$ cat config.mk
export PLATFORM = sky130hd
export DESIGN_NAME = mem_port_arbiter
export DESIGN_NICKNAME = d
export VERILOG_FILES = /design/src/rtl/mem_port_arbiter.sv
export SDC_FILE = /design/constraint.sdc
export NUM_CORES = 1
export LEC_CHECK = 0
export BUFFER_PORTS_ARGS = -buffer_cell sky130_fd_sc_hd__buf_2
export CAP_MARGIN = 20
export CORE_MARGIN = 2
export CORE_UTILIZATION = 47
export CTS_BUF_LIST = sky130_fd_sc_hd__clkbuf_8
export CTS_CLUSTER_DIAMETER = 30
export DETAILED_ROUTE_END_ITERATION = 12
export HOLD_SLACK_MARGIN = 0.03
export PLACE_DENSITY = 0.79
export SLEW_MARGIN = 10
export SYNTH_ARGS = -nofsm -noshare
export SYNTH_HDL_FRONTEND = slang
export SYNTH_SLANG_ARGS = --single-unit
$ cat constraint.sdc
create_clock -name clk -period 3.78 [get_ports clk]
set_input_delay 0.567 -clock clk [delete_from_list [all_inputs] [get_ports clk]]
set_output_delay 0.567 -clock clk [all_outputs]
set_load 0.02 [all_outputs]
$ cat src/rtl/mem_port_arbiter.sv
// Single-ported memory sequencer shared by instruction fetch (I) and load/store (D).
// One access in flight at a time; stale fetches under branch flush complete but are discarded.
module mem_port_arbiter #(
    parameter int LATENCY    = 1,
    parameter int STARVE_MAX = 4,
    parameter int AW         = 32,
    parameter int DW         = 32
) (
    input  logic            clk,
    input  logic            rst,
    input  logic            i_req,
    input  logic [AW-1:0]   i_addr,
    output logic [DW-1:0]   i_rdata,
    output logic            i_ready,
    input  logic            d_req,
    input  logic            d_we,
    input  logic [AW-1:0]   d_addr,
    input  logic [DW-1:0]   d_wdata,
    input  logic [DW/8-1:0] d_be,
    output logic [DW-1:0]   d_rdata,
    output logic            d_ready,
    input  logic            flush_i,
    output logic            mem_en,
    output logic            mem_we,
    output logic [AW-1:0]   mem_addr,
    output logic [DW-1:0]   mem_wdata,
    output logic [DW/8-1:0] mem_be,
    input  logic [DW-1:0]   mem_rdata,
    output logic            stall_f,
    output logic            stall_m
);

    localparam logic [1:0] S_IDLE  = 2'd0;
    localparam logic [1:0] S_ISSUE = 2'd1;
    localparam logic [1:0] S_WAIT  = 2'd2;
    localparam logic [1:0] S_RESP  = 2'd3;

    localparam int WCW = (LATENCY > 1) ? $clog2(LATENCY) : 1;
    localparam int SCW = $clog2(STARVE_MAX + 1);
    localparam logic [WCW-1:0] WAIT_INIT  = WCW'(LATENCY - 1);
    localparam logic [SCW-1:0] STARVE_LIM = SCW'(STARVE_MAX);

    logic [1:0]      r_state;
    logic            r_own_i;
    logic            r_kill;
    logic [SCW-1:0]  r_starve;
    logic [WCW-1:0]  r_wait;
    logic [AW-1:0]   r_addr;
    logic            r_we;
    logic [DW-1:0]   r_wdata;
    logic [DW/8-1:0] r_be;
    logic [DW-1:0]   r_i_rdata;
    logic [DW-1:0]   r_d_rdata;

    logic w_idle;
    logic w_i_elig;
    logic w_starved;
    logic w_grant_i;
    logic w_grant_d;
    logic w_resp;
    logic w_capture;

    // A fetch is never eligible in a flush cycle; it only beats D once it has starved.
    assign w_idle    = (r_state == S_IDLE);
    assign w_i_elig  = i_req & ~flush_i;
    assign w_starved = (r_starve == STARVE_LIM);
    assign w_grant_i = w_idle & w_i_elig & (~d_req | w_starved);
    assign w_grant_d = w_idle & d_req & ~w_grant_i;
    assign w_resp    = (r_state == S_RESP);
    assign w_capture = (r_state == S_WAIT) && (r_wait == '0);

    assign mem_en    = (r_state == S_ISSUE);
    assign mem_we    = r_we;
    assign mem_addr  = r_addr;
    assign mem_wdata = r_wdata;
    assign mem_be    = r_be;

    assign i_ready   = w_resp & r_own_i & ~r_kill & ~flush_i;
    assign d_ready   = w_resp & ~r_own_i;
    assign i_rdata   = r_i_rdata;
    assign d_rdata   = r_d_rdata;
    assign stall_f   = i_req & ~i_ready;
    assign stall_m   = d_req & ~d_ready;

    always_ff @(posedge clk) begin
        if (rst) begin
            r_state  <= S_IDLE;
            r_own_i  <= 1'b0;
            r_kill   <= 1'b0;
            r_starve <= '0;
            r_wait   <= '0;
        end else begin
            if (r_own_i && flush_i && !w_idle)
                r_kill <= 1'b1;
            case (r_state)
                S_IDLE: begin
                    if (w_grant_i || w_grant_d) begin
                        r_state <= S_ISSUE;
                        r_own_i <= w_grant_i;
                        r_kill  <= 1'b0;
                        if (w_grant_i)
                            r_starve <= '0;
                        else if (w_i_elig && !w_starved)
                            r_starve <= r_starve + 1'b1;
                    end
                end
                S_ISSUE: begin
                    r_state <= S_WAIT;
                    r_wait  <= WAIT_INIT;
                end
                S_WAIT: begin
                    if (r_wait == '0)
                        r_state <= S_RESP;
                    else
                        r_wait <= r_wait - 1'b1;
                end
                S_RESP: begin
                    r_state <= S_IDLE;
                end
            endcase
        end
    end

    // Command latch: only meaningful while mem_en is high, so it carries no reset.
    always_ff @(posedge clk) begin
        if (w_grant_i || w_grant_d) begin
            r_addr  <= w_grant_i ? i_addr : d_addr;
            r_we    <= w_grant_d & d_we;
            r_wdata <= d_wdata;
            r_be    <= w_grant_i ? '1 : d_be;
        end
    end

    // A killed fetch still completes on the bus, but its data never reaches i_rdata.
    always_ff @(posedge clk) begin
        if (rst) begin
            r_i_rdata <= '0;
            r_d_rdata <= '0;
        end else if (w_capture) begin
            if (!r_own_i) begin
                r_d_rdata <= mem_rdata;
            end else if (!r_kill && !flush_i) begin
                r_i_rdata <= mem_rdata;
            end
        end
    end

endmodule

==> impl_results.md <==
* Count of hold buffers inserted by post-cts repair at 0
* Actual transition at the worst max-transition pin at 1.13 ns
* Post-synthesis async set-or-reset flop share at 0%
* Clock tree root driver cell: sky130_fd_sc_hd__clkbuf_8
* Area used by sequential logic in the layout at 3490 um^2
* Post-route DRC at 0
* Layout filler cell count at 862
* DPL Wire Length at 10300 um
* Type of the worst min-delay path: input pin to flop
* Part of the Yosys area used for sequential elements at 66.0%
* Antenna Nets Post-Route at 0
* Die area at 12100 um^2
* Critical path class: flop to flop
* CTS buffer count at 17
* RSZ-0062 raised after global routing: false
* Number of storage elements in the synthesis netlist at 140
* Cell type with the largest total area after synthesis: sky130_fd_sc_hd__edfxtp_1
* EDFF count, synth at 69
* Port Buf Inserts at 275
* Post-route clock period utilization at roughly 66%
* Placed cells at 837
* Yosys cell types at 34
* Max stage delay cell, worst path: sky130_fd_sc_hd__a21o_2
* Initial detailed-routing violation count at roughly 210
* Critical-path maximum fanout at 37
* Data arrival time of the worst path at 2.66 ns
* Worst voltage drop across the vdd grid at 364 uV
* Highest attainable clock frequency at between 400 and 500 MHz
* Rows at 38
* Length of the first detailed-routing pass in iterations at 5
* Primary flip-flop cell chosen by synthesis mapping: sky130_fd_sc_hd__dfxtp_1
* Final hold slack at about 0.32 ns
* Setup TNS at 0 ns
* Clk buf depth at 2
* Die width at 110 um
* Number of sinks driven by the clock tree at 140
* Routed wire per std cell at approximately 16 um
* Most common cell in the synthesized netlist: sky130_fd_sc_hd__nand2_1
* Number of antenna violations at the first check in global routing at 1
* Bufs and invs on worst path at 1
* First-pass GRT wire length at 20000 um
* Global router's overall resource usage at 22.1%
* Summed area of non-filler cells in the final layout at just over 7000 um^2
* Syn Nets at 589
* Cell area reported after detailed placement at 6730 um^2
* Number of H-tree levels at 4
* Cells after synthesis at 445
* Worst Setup End Kind: flop
* Skew-Pair Late Insertion Delay at around 0.42 ns
* Slew Limit Fails at 0
* Setup crit start kind: flop
* Total of max-cap violations at 0
* GP Congestion at 0.897
* Post-synthesis cell area at 5300 um^2
* Starting density of the core at 48.4%
* Headroom to the max-slew limit at 24.9%
* P per Cell Area at 628 nW/um^2
* Clock tree from TritonCTS: built
* Post-route non-filler standard cell count at 870
* Required arrival time at the worst endpoint at ~4 ns
* Placeable core region at 10900 um^2
* Total Wirelength at 14100 um
* Run status: finished, final reports clean
* Via count of the first global-routing pass at 4020
* Net count reported at finish at 860
* Via density at a little under 5
* Pin count of the biggest net entering global routing at 59
* Leak pwr at between 0.003 and 0.004 uW
* Area of the multi-input gates at about 1600 um^2
* Post-Route Skew at 0.0110 ns
* Chain of cells forming the critical path: inv_1 > ha_1 > nand3b_4 > a21o_2 > mux2_2
* Number of warning messages in the yosys log at 0
* Final hold vios at 0
* Vertical die dimension at 110 um
* Number of failing setup endpoints in the final timing report at 0
* Top cell type's share of synthesized area at 39.1%
* Count of boundary I/O pins at 276
* Number of buffers inserted by post-CTS setup repair at 0
* Biggest cell delay along the critical path at approximately 0.84 ns
* Gr ovfl total at 0
* Via count at approximately 4300
* Min Tclk post-route at 2.49 ns
* Post-Synthesis Mean Instance Area at 11.9 um^2
* Clock-pin slew on the worst setup and hold paths at roughly 0.080 ns
* Resized Gates After CTS at 0
* Top Family by Delay on Critical Path: compound AO/OA/AOI/OAI gates
* Synth area leaders: sky130_fd_sc_hd__edfxtp_1 39%, sky130_fd_sc_hd__dfxtp_1 27%, sky130_fd_sc_hd__nand2_1 9.1%, sky130_fd_sc_hd__mux2_4 7.1%, sky130_fd_sc_hd__a21oi_1 6.2%
* Ratio of cells with drive above 1 in the final layout at 47.7%
* Synth top cells by count: 129 x sky130_fd_sc_hd__nand2_1, 71 x sky130_fd_sc_hd__dfxtp_1, 69 x sky130_fd_sc_hd__edfxtp_1
* Area delta synth->final at 34.7%
## worst register-to-register path, delay by kind of cell, from the launching register on
family / cells / cell delay (ns)
simple gates: 1 / 0.15
buf+inv: 1 / 0.08
mux: 1 / 0.46
flops: 1 / 0.39
compound gates: 1 / 0.84
fa+ha+maj: 1 / 0.32
## registers in the layout, indices dropped and copies added, names as in the netlist
| register | count |
|---|---|
| d_rdata | 32 |
| i_rdata | 32 |
| mem_addr | 32 |
| mem_wdata | 32 |
| mem_be | 4 |
| r_starve | 3 |
| r_state | 2 |
| mem_we | 1 |
| r_kill | 1 |
| r_own_i | 1 |
## cell families (layout without fill, tap and decap cells)
logic type,count (synthesis),after routing,share of synthesized area (%)
simple gates,156,156,12.6
flops,140,140,66.0
compound gates,73,73,7.23
buf+inv,35,319,3.66
mux,33,33,8.76
fa+ha+maj,6,6,1.42
xor+xnor,2,2,0.331
other cells,0,1,0
## area by class of cell
| class | instances | share of cell area, % |
|---|---|---|
| clock buffer | 17 | 3.28 |
| sequential | 140 | 49.0 |
| tap | 140 | 2.46 |
| timing repair buffer | 281 | 19.9 |
| inverter | 6 | 0.316 |
| antenna | 1 | 0.0351 |
| clock inverter | 15 | 2.37 |
| multi-input combinational | 270 | 22.6 |
## where the power goes
| group | internal, uW | leakage, uW | total, uW | switching [uW] |
|---|---|---|---|---|
| clock | 651 | 0.000198 | 1220 | 573 |
| sequential | 1940 | 0.00124 | 2040 | 91.2 |
| combinational | 393 | 0.00178 | 1220 | 823 |
| total | 2990 | 0.00322 | 4480 | 1490 |
## metal layers
metal / global-route usage (%) / routed length, um
met1: 23.1 / 4890
met2: 38.6 / 7220
met3: 10.5 / 1650
met4: 8.39 / 340
met5: 0 / 0
## stage by stage
| step | worst slack (ns) | total power, uW | util (%) |
|---|---|---|---|
| final | 1.29 | 4480 | 65.2 |
| after global routing | 1.18 | 4690 | 65.2 |
| after CTS | 1.27 | 4520 | 65.2 |
| after detailed placement | 1.27 | 3300 | 61.5 |
| after global placement | 1.43 | 3250 | 61.5 |
| after floorplan | 0.894 | 2860 | - |
## cell usage in the layout, fill, tap and decap left out, types with 3 or more instances in the layout
master                       instances
sky130_fd_sc_hd__edfxtp_1           69
sky130_fd_sc_hd__nor3_1              4
sky130_fd_sc_hd__nor2b_1             5
sky130_fd_sc_hd__clkinvlp_2          3
sky130_fd_sc_hd__inv_1               7
sky130_fd_sc_hd__ha_1                6
sky130_fd_sc_hd__mux2_4             25
sky130_fd_sc_hd__a21oi_1            66
sky130_fd_sc_hd__mux2_2              7
sky130_fd_sc_hd__buf_2             275
sky130_fd_sc_hd__bufinv_16           3
sky130_fd_sc_hd__nor2_1              3
sky130_fd_sc_hd__dfxtp_1            71
sky130_fd_sc_hd__nand2b_1            7
sky130_fd_sc_hd__nand2_1           129
sky130_fd_sc_hd__clkbuf_8           17
sky130_fd_sc_hd__buf_4               6
sky130_fd_sc_hd__inv_6               4
## final timing paths
| kind | start | endpoint | slack, ns | cells after the start |
|---|---|---|---|---|
| setup reg to reg | r_state[0]$_SDFFE_PP0P_ | mem_addr[25]$_DFFE_PP_ | 1.29 | 5 |
| setup / recovery | r_state[0]$_SDFFE_PP0P_ | mem_addr[25]$_DFFE_PP_ | 1.29 | 5 |
| hold reg to reg | i_rdata[3]$_SDFFE_PP0P_ | i_rdata[3]$_SDFFE_PP0P_ | 0.45 | 2 |
| hold / removal | d_wdata[2] | mem_wdata[2]$_DFFE_PP_ | 0.32 | 1 |
Power figures use the tool's default switching activity.
